$ cat config.mk
export PLATFORM = sky130hd
export DESIGN_NAME = uart_bus_bridge
export DESIGN_NICKNAME = d
export VERILOG_FILES = /design/src/rtl/uart_bus_bridge.sv
export SDC_FILE = /design/constraint.sdc
export NUM_CORES = 1
export LEC_CHECK = 0
export ABC_AREA = 1
export BUFFER_PORTS_ARGS = -buffer_cell sky130_fd_sc_hd__buf_2
export CAP_MARGIN = 30
export CORE_ASPECT_RATIO = 0.6
export CORE_MARGIN = 4
export CORE_UTILIZATION = 55
export DETAILED_ROUTE_END_ITERATION = 7
export PLACE_DENSITY = 0.78
export SYNTH_ARGS = -nofsm -noshare
export SYNTH_HDL_FRONTEND = slang
export SYNTH_SLANG_ARGS = --single-unit
$ cat constraint.sdc
create_clock -name clk -period 4.25 [get_ports clk]
set_input_delay 0.6375 -clock clk [delete_from_list [all_inputs] [get_ports clk]]
set_output_delay 0.6375 -clock clk [all_outputs]
set_load 0.02 [all_outputs]
$ cat src/rtl/uart_bus_bridge.sv
// Byte-stream debug initiator: decodes 'W'/'R' commands from a UART receiver,
// performs one 32-bit bus access, and streams the response back to the UART transmitter.
module uart_bus_bridge #(
  parameter int BUS_TIMEOUT = 1024
) (
  input  logic        clk,
  input  logic        reset,
  input  logic [7:0]  rx_data,
  input  logic        rx_valid,
  output logic [7:0]  tx_data,
  output logic        tx_start,
  input  logic        tx_busy,
  output logic        bus_select,
  output logic [3:0]  bus_wstrb,
  output logic [31:0] bus_addr,
  output logic [31:0] bus_wdata,
  input  logic        bus_ready,
  input  logic [31:0] bus_rdata,
  output logic        active,
  output logic        overrun
);

  // state   | meaning
  // IDLE    | waiting for a command byte
  // ADDR    | collecting A0..A3
  // WDATA   | collecting D0..D3 (write only)
  // BUS     | bus_select high, waiting for bus_ready or timeout
  // TX_SEND | tx_start pulse for the current response byte
  // TX_HOLD | one cycle for tx_busy to rise
  // TX_WAIT | waiting for the transmitter to finish the byte
  typedef enum logic [2:0] {IDLE, ADDR, WDATA, BUS, TX_SEND, TX_HOLD, TX_WAIT} state_t;

  localparam logic [7:0]  CMD_W    = 8'h57;
  localparam logic [7:0]  CMD_R    = 8'h52;
  localparam logic [15:0] TMO_LAST = 16'(BUS_TIMEOUT - 1);

  state_t      state;
  logic        is_write;
  logic [1:0]  cnt;
  logic [15:0] tmo_cnt;
  logic [31:0] resp;
  logic [2:0]  resp_len;

  assign active = (state != IDLE);

  always_ff @(posedge clk or posedge reset) begin
    if (reset) begin
      state      <= IDLE;
      is_write   <= 1'b0;
      cnt        <= 2'd0;
      tmo_cnt    <= 16'd0;
      resp       <= 32'd0;
      resp_len   <= 3'd0;
      tx_data    <= 8'd0;
      tx_start   <= 1'b0;
      bus_select <= 1'b0;
      bus_wstrb  <= 4'd0;
      bus_addr   <= 32'd0;
      bus_wdata  <= 32'd0;
      overrun    <= 1'b0;
    end else begin
      tx_start <= 1'b0;
      // Bytes arriving while an access or response is in flight are dropped.
      if (rx_valid && (state == BUS || state == TX_SEND || state == TX_HOLD || state == TX_WAIT))
        overrun <= 1'b1;

      case (state)
        IDLE: begin
          if (rx_valid) begin
            if (rx_data == CMD_W || rx_data == CMD_R) begin
              is_write <= (rx_data == CMD_W);
              cnt      <= 2'd0;
              state    <= ADDR;
            end else begin
              tx_data  <= 8'h3F;
              resp_len <= 3'd1;
              tx_start <= 1'b1;
              state    <= TX_SEND;
            end
          end
        end
        ADDR: begin
          if (rx_valid) begin
            bus_addr[{cnt, 3'b000} +: 8] <= rx_data;
            cnt <= cnt + 2'd1;
            if (cnt == 2'd3) begin
              if (is_write) begin
                state <= WDATA;
              end else begin
                bus_select <= 1'b1;
                bus_wstrb  <= 4'h0;
                tmo_cnt    <= 16'd0;
                state      <= BUS;
              end
            end
          end
        end
        WDATA: begin
          if (rx_valid) begin
            bus_wdata[{cnt, 3'b000} +: 8] <= rx_data;
            cnt <= cnt + 2'd1;
            if (cnt == 2'd3) begin
              bus_select <= 1'b1;
              bus_wstrb  <= 4'hF;
              tmo_cnt    <= 16'd0;
              state      <= BUS;
            end
          end
        end
        BUS: begin
          // A ready arriving on the timeout edge still completes normally.
          if (bus_ready) begin
            bus_select <= 1'b0;
            bus_wstrb  <= 4'h0;
            tx_start   <= 1'b1;
            state      <= TX_SEND;
            if (is_write) begin
              tx_data  <= 8'h4B;
              resp_len <= 3'd1;
            end else begin
              resp     <= bus_rdata;
              tx_data  <= bus_rdata[7:0];
              resp_len <= 3'd4;
            end
          end else if (tmo_cnt == TMO_LAST) begin
            bus_select <= 1'b0;
            bus_wstrb  <= 4'h0;
            tx_data    <= 8'h54;
            resp_len   <= 3'd1;
            tx_start   <= 1'b1;
            state      <= TX_SEND;
          end else begin
            tmo_cnt <= tmo_cnt + 16'd1;
          end
        end
        TX_SEND: state <= TX_HOLD;
        TX_HOLD: state <= TX_WAIT;
        TX_WAIT: begin
          if (!tx_busy) begin
            resp_len <= resp_len - 3'd1;
            resp     <= resp >> 8;
            if (resp_len > 3'd1) begin
              tx_data  <= resp[15:8];
              tx_start <= 1'b1;
              state    <= TX_SEND;
            end else begin
              state <= IDLE;
            end
          end
        end
        default: state <= IDLE;
      endcase
    end
  end

endmodule

* After elaboration in Yosys (flattened, before gate mapping) *
Cells that the tools add are included.

word-level totals
  word-level logic and storage cells = 136
  bits in registers = 136

operators by class
  shifts and indexed selects = 2
  $lt $le $gt $ge = 1
  $add $sub $neg = 4
  eq/ne operators = 26
  reduce and logical (&&, ||, !) cells = 22
  mux-type cells = 68

operators by type and width
  cell                                                  count
  two-way mux 16 bit                                    7
  two-way mux 32 bit                                    3
  bitwise mux 32 bit                                    2
  one-hot mux 32 bit (2 select lines)                   1
  two-way mux 8 bit                                     7
  two-way mux 3 bit                                     16
  one-hot mux 16 bit (3 select lines)                   1
  variable shift 8 x 7 -> 32 bit, first input constant  1
  indexed part select 8 x 7 -> 32 bit                   1
  two-way mux 4 bit                                     7
  inequality test 2 bit, second input constant          13
  one-hot mux 8 bit (3 select lines)                    1
  one-hot mux 3 bit (7 select lines)                    1
  adder 16 x 1 -> 16 bit, second input constant         1
  == test 16 x 10 -> 1 bit, second input constant       1
  == test 8 x 7 -> 1 bit, second input constant         2
  two-way mux 1 bit                                     14
  AND reduction 7 bit                                   2
  one-hot mux 4 bit (3 select lines)                    1
  == test 3 bit, second input constant                  3
  one-hot mux 3 bit (3 select lines)                    1
  nonzero test 3 bit                                    3
  AND reduction 4 bit                                   2
  AND reduction 8 bit                                   1
  other kinds (21)                                      31

* Depth between registers and ports, before layout *
Gate-level depths: netlist of the first run.

  depth after elaboration = 5
  mapped depth = 10
  gate-level depth less buffers = 10

* Worst setup path before layout of the first run *
OpenSTA, ideal clock, no wires.

  path kind = register to register
  from = register cnt[0]
  to = register bus_addr[0]
  library setup time = 0.125 ns
  arrival = 2.047 ns
  period minus slack after synthesis = 2.171 ns
  required time = 4.125 ns
  stages on the path, launching flop included = 9
  setup slack = 2.079 ns
  path through = dfrtp_1 clkbuf_1 inv_1 ha_1 clkbuf_1 inv_1 nand2_1 nor3_1 mux2_2

between the ends
  cells in the longest elaborated chain, start to end = 3
  elaborated cells on any way between the ends = 4
  those cells by class = add/sub: 1; shift: 2; mux: 1

RTL lines
  item                                                                                          line  RTL
  start, declared                                                                               39    logic [1:0] cnt;
  start signal, assigned                                                                        85    cnt <= cnt + 2'd1;
  start signal, assigned                                                                        101   cnt <= cnt + 2'd1;
  negator 5 -> 7 bit (*)                                                                        84    bus_addr[{cnt, 3'b000} +: 8] <= rx_data;
  indexed part select 8 x 7 -> 32 bit / variable shift 8 x 7 -> 32 bit (equally long branches)  84
  bitwise mux 32 bit (*)                                                                        84
  end signal, assigned by index                                                                 84
  end, declared                                                                                 15    output logic [31:0] bus_addr,

Every way passes the cells marked *; elsewhere a longest branch is shown, timed or not.
A chain may end at the register's enable or synchronous reset.

* Worst setup path after layout of the first run *
  from = register cnt[0]
  to = register bus_addr[3]

Same word-level chain as after synthesis.

==> key figures, run 1 <==
Synthesis
  – Largest area contributor in the netlist: dfrtp_1
  – Largest family of logic cells by synthesized area: simple AND/OR/NAND/NOR gates
  – Post-synth ARST share: 100%
  – Yosys cell types: 32
  – Most frequent cell after synthesis: nand2_1
  – Mux contribution to synthesized area: 11.8%
  – Seq/Total Area, Yosys: between 50% and 60%
  – Syn nets: about 710
  – Top cells by count, synth: 151 x nand2_1, 125 x dfrtp_1, 65 x inv_1, 63 x mux2_2, 42 x nor2_1
  – Syn avg cell area: ~9.3 µm²
  – Adder-Cell Fraction of Synth Area: under 10%
  – Post-synthesis instance total: 658
  – Synthesized cell area: just over 6000 µm²
  – Number of synthesized flops with an enable pin: 0
  – Post-synth top area share: 51.0%
  – Synth top area cells: dfrtp_1 51%, mux2_2 12%, nand2_1 9.2%
  – Synthesized flop and latch total: about 130
  – Simple-gate share of the synthesized area: 19.9%
  – Compound-Gate Fraction of Synth Area: roughly 8.6%
  – Top_reg_cell synth: dfrtp_1
  – Synth Area in XOR/XNOR: under 10%
  – Ys Warns: 0

STA
  – Crit share post-route: between 60 and 70%
  – Setup tns final: 0 ps
  – RSZ-0062 raised after global routing: false
  – Fmax: around 360 MHz
  – Worst clock skew: just under 10 ps
  – Setup-failing EPs final: 0
  – Fin. max-slew vios: 0
  – Worst-Margin Slew: between 800 and 900 ps
  – Slew HR: between 40% and 50%
  – Endpoints failing hold: 0
  – Period minus WS final: 2740 ps

Route
  – Initial DRC count: around 300
  – Wire per inst: between 15 and 20 µm
  – Final WL: around 16000 µm
  – DR vias: ~5.2k
  – Avg Vias per Cell: ~5.5
  – Number of remaining DRC errors: 0
  – Drt pass-1 iters: 5
  – Antenna Nets Post-Route: 0

Critical path
  – Setup CP Type: flop to flop
  – Crit start category: flop
  – Reg2reg path depth: 6
  – Crit-path max FO: 25
  – Reg2Reg Setup Slack: 1510 ps
  – CP Data Arrival Time: a little over 3000 ps
  – WP data required: 4610 ps
  – Crit path capture type: flop

Clock network
  – Clock root cell: clkbuf_16
  – Post-CTS Setup Inserts: 0
  – Cts bufs inserted: 17
  – Hold Buf Count CTS: 0
  – Clock Latency Late Sink: around 420 ps
  – Clock slew at reported path FFs: 60 ps
  – CTS H-Tree Depth: 4
  – CTS Buffer Depth: 2
  – Clock sink total: roughly 130
  – CTS tree: done
  – Quantity of gates resized following cts: 0

Hold path
  – Hold Crit Class: input pin to asynchronous set/reset pin

GRT
  – Grt total ovfl: 0
  – Vias in the first global route: around 5.1k
  – Gr usage total: between 20% and 30%
  – First-pass GRT wire length: 25700 µm
  – Initial antenna violation count: 0
  – Largest net degree at the start of global routing: between 50 and 60

Floorplan
  – # rows: 29
  – Die Ht: around 90 µm
  – Horiz. Die Dim: 144 µm
  – Initial core utilization: approximately 57%
  – Core ar.: ~11000 µm²
  – # IOs: about 130
  – Die ar.: between 10000 and 15000 µm²

Placement
  – Port Buf Inserts: between 100 and 150
  – Dpl hpwl: about 11000 µm
  – GPL Wtd Cong: between 0.8 and 0.9

Power and ir drop
  – PD cells: 635 nW/µm²
  – VDD IR max: 0.408 mV
  – Leakage: ~0.0038 µW

Cells and area
  – Layout cell share with drive strength beyond 1: between 30% and 40%
  – Area Growth Syn to Fin: 21.8%
  – Layout Nets: 838
  – ANT cells: 0
  – Final Util: between 60 and 70%

Run status
  – Status: finished clean

Flow run
  – # Max-Cap Violations: 0
==> area by class of cell <==
class	count	area [µm²]
clock buffers	19	453
flip-flops and latches	125	3130
inverters	70	265
repair buffers	127	643
clock inverters	13	165
fillers	815	3270
well taps	139	174
multi-input cells	443	2640
==> critical path, stage by stage (launching register included) <==
cell	delay (ps)
dfrtp_1	900
inv_1	210
ha_1	480
inv_1	290
nand2_1	260
nor3_1	320
mux2_2	220
==> worst paths after layout <==
check,from,endpoint
max in group asynchronous,reset,tmo_cnt[1]
max,cnt[0],bus_addr[3]
min reg2reg,bus_wdata[12],bus_wdata[12]
min,reset,bus_wdata[28]
max reg2reg,cnt[0],bus_addr[3]
min in group clk,bus_rdata[30],resp[30]
==> placed cells by master, fill, tap and decap left out, types with 5 or more instances in the layout <==
cell and count:
buf_2 124, clkbuf_16 17, clkinv_4 5, dfrtp_1 125, ha_1 9, inv_1 64
mux2_2 63, nand2_1 151, nand3_1 23, nand4_1 15, nor2_1 42, nor2_4 6
nor3_1 30, o211ai_1 19, o21ai_0 32, o21ai_1 22, o21bai_1 5, xor2_1 5
==> through the flow <==
stage / cells / area, µm² / hold WS (ps) / power, µW / setup WS [ps]
2_1_floorplan: 658 / 6130 / 486 / 2770 / 285
3_3_place_gp: 904 / 6850 / 462 / 3150 / 1740
3_5_place_dp: 904 / 6850 / 491 / 3220 / 1650
4_1_cts: 936 / 7470 / 361 / 4740 / 1610
5_1_grt: 936 / 7470 / 401 / 5020 / 1390
6_report: 936 / 7470 / 339 / 4740 / 1510
==> layer usage <==
metal  global-route usage [%]  share of wire, %  up-vias
met1                     37.2                48     2510
met5                        0                 0        -
met4                     7.07               1.6        0
met3                     7.16               7.0       26
li1                         -                 -     2455
met2                     35.7                44      197
==> sequential cells by signal (all words and copies together), names as in the netlist <==
| register | count |
|---|---|
| bus_addr | 32 |
| bus_wdata | 32 |
| resp | 24 |
| tmo_cnt | 16 |
| tx_data | 8 |
| resp_len | 3 |
| state | 3 |
| cnt | 2 |
| bus_select | 1 |
| bus_wstrb | 1 |
| is_write | 1 |
| overrun | 1 |
| tx_start | 1 |
==> report_power, final <==
part / internal, µW / switching [µW] / total, µW / leakage [µW]
Clock: 955 / 547 / 1500 / 0.000303
Sequential: 1470 / 194 / 1660 / 0.00168
Combinational: 493 / 1090 / 1580 / 0.00187
Total: 2920 / 1830 / 4740 / 0.00385
==> kinds of logic (layout without fill, tap and decap cells) <==
| logic type | after synthesis | in the layout |
|---|---|---|
| and+or+nand+nor | 276 | 276 |
| DFF | 125 | 125 |
| buffers and inverters | 90 | 229 |
| AOI/OAI and AO/OA | 87 | 87 |
| muxes | 64 | 64 |
| adders and majority gates | 9 | 9 |
| xor gates and xnor gates | 7 | 7 |
No activity file was read; power rests on OpenSTA's default activity.
==> run 2, diff against run 1 <==
==> constraint.sdc (replaced) <==
create_clock -name clk -period 2.58 [get_ports clk]
set_input_delay 0.387 -clock clk [delete_from_list [all_inputs] [get_ports clk]]
set_output_delay 0.387 -clock clk [all_outputs]
set_load 0.02 [all_outputs]
==> run 2 against run 1 <==
Against the previous run:
- clock-buffer cell count did not move
- sequential cell count did not move
- worst hold slack got worse by 160 ps
- clock skew rose by 2.2 ps
- first-iteration DRC count rose by 60%
- register-to-register slack got worse by 1100 ps
- worst setup slack got worse by 1100 ps
- combinational power rose by 71%
- clock power rose by 60%
- non-clock buffer count rose by 1
- core utilization barely moved
- critical path type unchanged
- critical endpoint is now resp[20]
- highest routed layer unchanged
==> key figures, run 2 (synthesis results as in run 1) <==
Run status
  – Status: finished clean (unchanged)

Floorplan
  – # rows: 29 (unchanged)
  – # IOs: 125 (unchanged)
  – Initial core utilization: 57.1% (unchanged)
  – Die ar.: 13000 µm² (unchanged)
  – Horiz. Die Dim: 144 µm (unchanged)
  – Die Ht: 89.8 µm (unchanged)
  – Core ar.: 10700 µm² (unchanged)

Clock network
  – CTS H-Tree Depth: 4 (unchanged)
  – Clock slew at reported path FFs: 60 ps (about the same)
  – Cts bufs inserted: 17 (unchanged)
  – Post-CTS Setup Inserts: 0 (unchanged)
  – Clock sink total: 125 (unchanged)
  – CTS Buffer Depth: 2 (unchanged)
  – Clock Latency Late Sink: 410 ps (was 420 ps)
  – Quantity of gates resized following cts: 0 (unchanged)
  – Clock root cell: clkbuf_16 (unchanged)
  – Hold Buf Count CTS: 0 (unchanged)
  – CTS tree: done (unchanged)

Power and ir drop
  – Pint: 4710 µW (was 2920 µW)
  – Seq pwr share: 34.4% (was 35.0%)
  – Psw: 3060 µW (was 1830 µW)
  – Overall Power: 7780 µW (was 4740 µW)
  – Leakage: 0.00383 µW (was 0.00385 µW)
  – Combinational share of power: 34.7% (was 33.3%)
  – VDD IR max: 0.664 mV (was 0.408 mV)
  – PD cells: 1040 nW/µm² (was 635 nW/µm²)
  – Switching Share: 39.4% (was 38.5%)
  – Clock power share: 30.8% (was 31.7%)

Route
  – Avg Vias per Cell: 5.62 (was 5.54)
  – Initial DRC count: 474 (was 296)
  – Number of remaining DRC errors: 0 (unchanged)
  – DR vias: 5265 (was 5188)
  – Antenna Nets Post-Route: 0 (unchanged)
  – Final WL: 15900 µm (was 15700 µm)
  – Drt pass-1 iters: 5 (unchanged)
  – Wire per inst: 17.0 µm (was 16.8 µm)

GRT
  – Gr usage total: 25.2% (was 25.0%)
  – Initial antenna violation count: 0 (unchanged)
  – First-pass GRT wire length: 26100 µm (was 25700 µm)
  – Largest net degree at the start of global routing: 126 (was 59)
  – Vias in the first global route: 5156 (was 5077)
  – Grt total ovfl: 0 (unchanged)

STA
  – Crit share post-route: 83.5% (was 64.6%)
  – Fmax: 464 MHz (was 364 MHz)
  – Fin. max-slew vios: 0 (unchanged)
  – Slew HR: 57.4% (was 43.3%)
  – Endpoints failing hold: 0 (unchanged)
  – Setup-failing EPs final: 0 (unchanged)
  – Period minus WS final: 2150 ps (was 2740 ps)
  – Worst-Margin Slew: 640 ps (was 851 ps)
  – Worst clock skew: 11.8 ps (was 9.61 ps)
  – Setup tns final: 0 ps (unchanged)
  – RSZ-0062 raised after global routing: false (unchanged)

Critical path
  – CP Data Arrival Time: 2470 ps (was 3100 ps)
  – Crit path capture type: flop (unchanged)
  – WP data required: 2900 ps (was 4610 ps)
  – Setup CP Type: flop to flop (unchanged)
  – Crit-path max FO: 40 (was 25)
  – Crit start category: flop (unchanged)

Cells and area
  – Multi-input gate area: 2640 µm² (unchanged)
  – Fillers: 821 (was 815)
  – Commonest non-fill, non-tap cells in the layout: 151 x nand2_1, 125 x dfrtp_1, 124 x buf_2, 64 x inv_1, 63 x mux2_2 (unchanged)
  – Area Growth Syn to Fin: 21.8% (about the same)
  – ANT cells: 0 (unchanged)
  – Layout Nets: 839 (was 838)
  – Most common cell after layout, fill and taps aside: nand2_1 (unchanged)
  – Biggest regs: bus_addr (32), bus_wdata (32), resp (24) (unchanged)
  – Reg area: 3130 µm² (unchanged)
  – Layout cell share with drive strength beyond 1: 30.5% (about the same)

Placement
  – GPL Wtd Cong: 0.949 (was 0.893)
  – Dpl hpwl: 11400 µm (about the same)
  – Port Buf Inserts: 124 (unchanged)

Flow run
  – # Max-Cap Violations: 0 (unchanged)

Hold path
  – Hold Crit Class: input pin to asynchronous set/reset pin (unchanged)
-- run 2: cell types whose count changed in the layout (fill, tap and decap cells not counted) --
cell and delta:
buf_12 +1, inv_4 -1, inv_6 +5, clkinv_4 -3
clkinv_2 -3, bufinv_16 -1, clkbuf_1 +1, clkinvlp_4 +3
clkbuf_8 -1
-- run 2: through the flow --
step	worst slack [ps]	util [%]	area (µm²)	cells	hold WS, ps
floorplan	409	-	6130	658	486
global placement	642	64.0	6870	905	465
detailed placement	519	64.0	6870	905	469
CTS	466	69.5	7470	937	187
global route	185	69.5	7470	937	193
finish	426	69.5	7470	937	178
-- run 2: power by group through the flow --
stage	clock network, µW	logic [µW]	registers (µW)
final	2400	2700	2680
after global routing	2510	3000	2720
after CTS	2410	2680	2670
after detailed placement	0	2640	2700
after global placement	0	2540	2680
after floorplan	0	1640	2930
-- run 2: path summary, 6_finish.rpt --
| kind | from | endpoint | slack [ps] | depth (start not counted) |
|---|---|---|---|---|
| worst max register to register | state[0] | resp[20] | 430 | 7 |
| worst max-delay path | state[0] | resp[20] | 430 | 7 |
| min in group clk | bus_rdata[26] | resp[26] | 200 | 3 |
| worst min-delay path | reset | bus_addr[19] | 180 | 3 |
| max in group asynchronous | reset | cnt[0] | 1940 | 3 |
| worst min register to register | overrun | overrun | 470 | 1 |
-- run 2: cell type report --
cell class                      count  share of cell area [%]
Clock buffer                       19                    5.93
Clock inverter                     13                    2.04
Inverter                           70                    3.57
Multi-Input combinational cell    443                    35.4
Sequential cell                   125                    41.9
Tap cell                          139                    2.33
Timing Repair Buffer              128                    8.88
-- run 2: metal layers --
layer  share of wire, %  global-route usage, %
met1                 46                   37.5
met2                 45                   37.1
met3                7.9                   6.57
met4               0.72                   6.29
met5                  0                      0
-- run 2: critical path, cell delays in order (launching register included) --
cell      delay (ps)
dfrtp_1          480
nand2_1          160
nor2_4           390
nand2_1          210
a21boi_2         190
buf_4            350
o211ai_1         150
o21ai_1          130
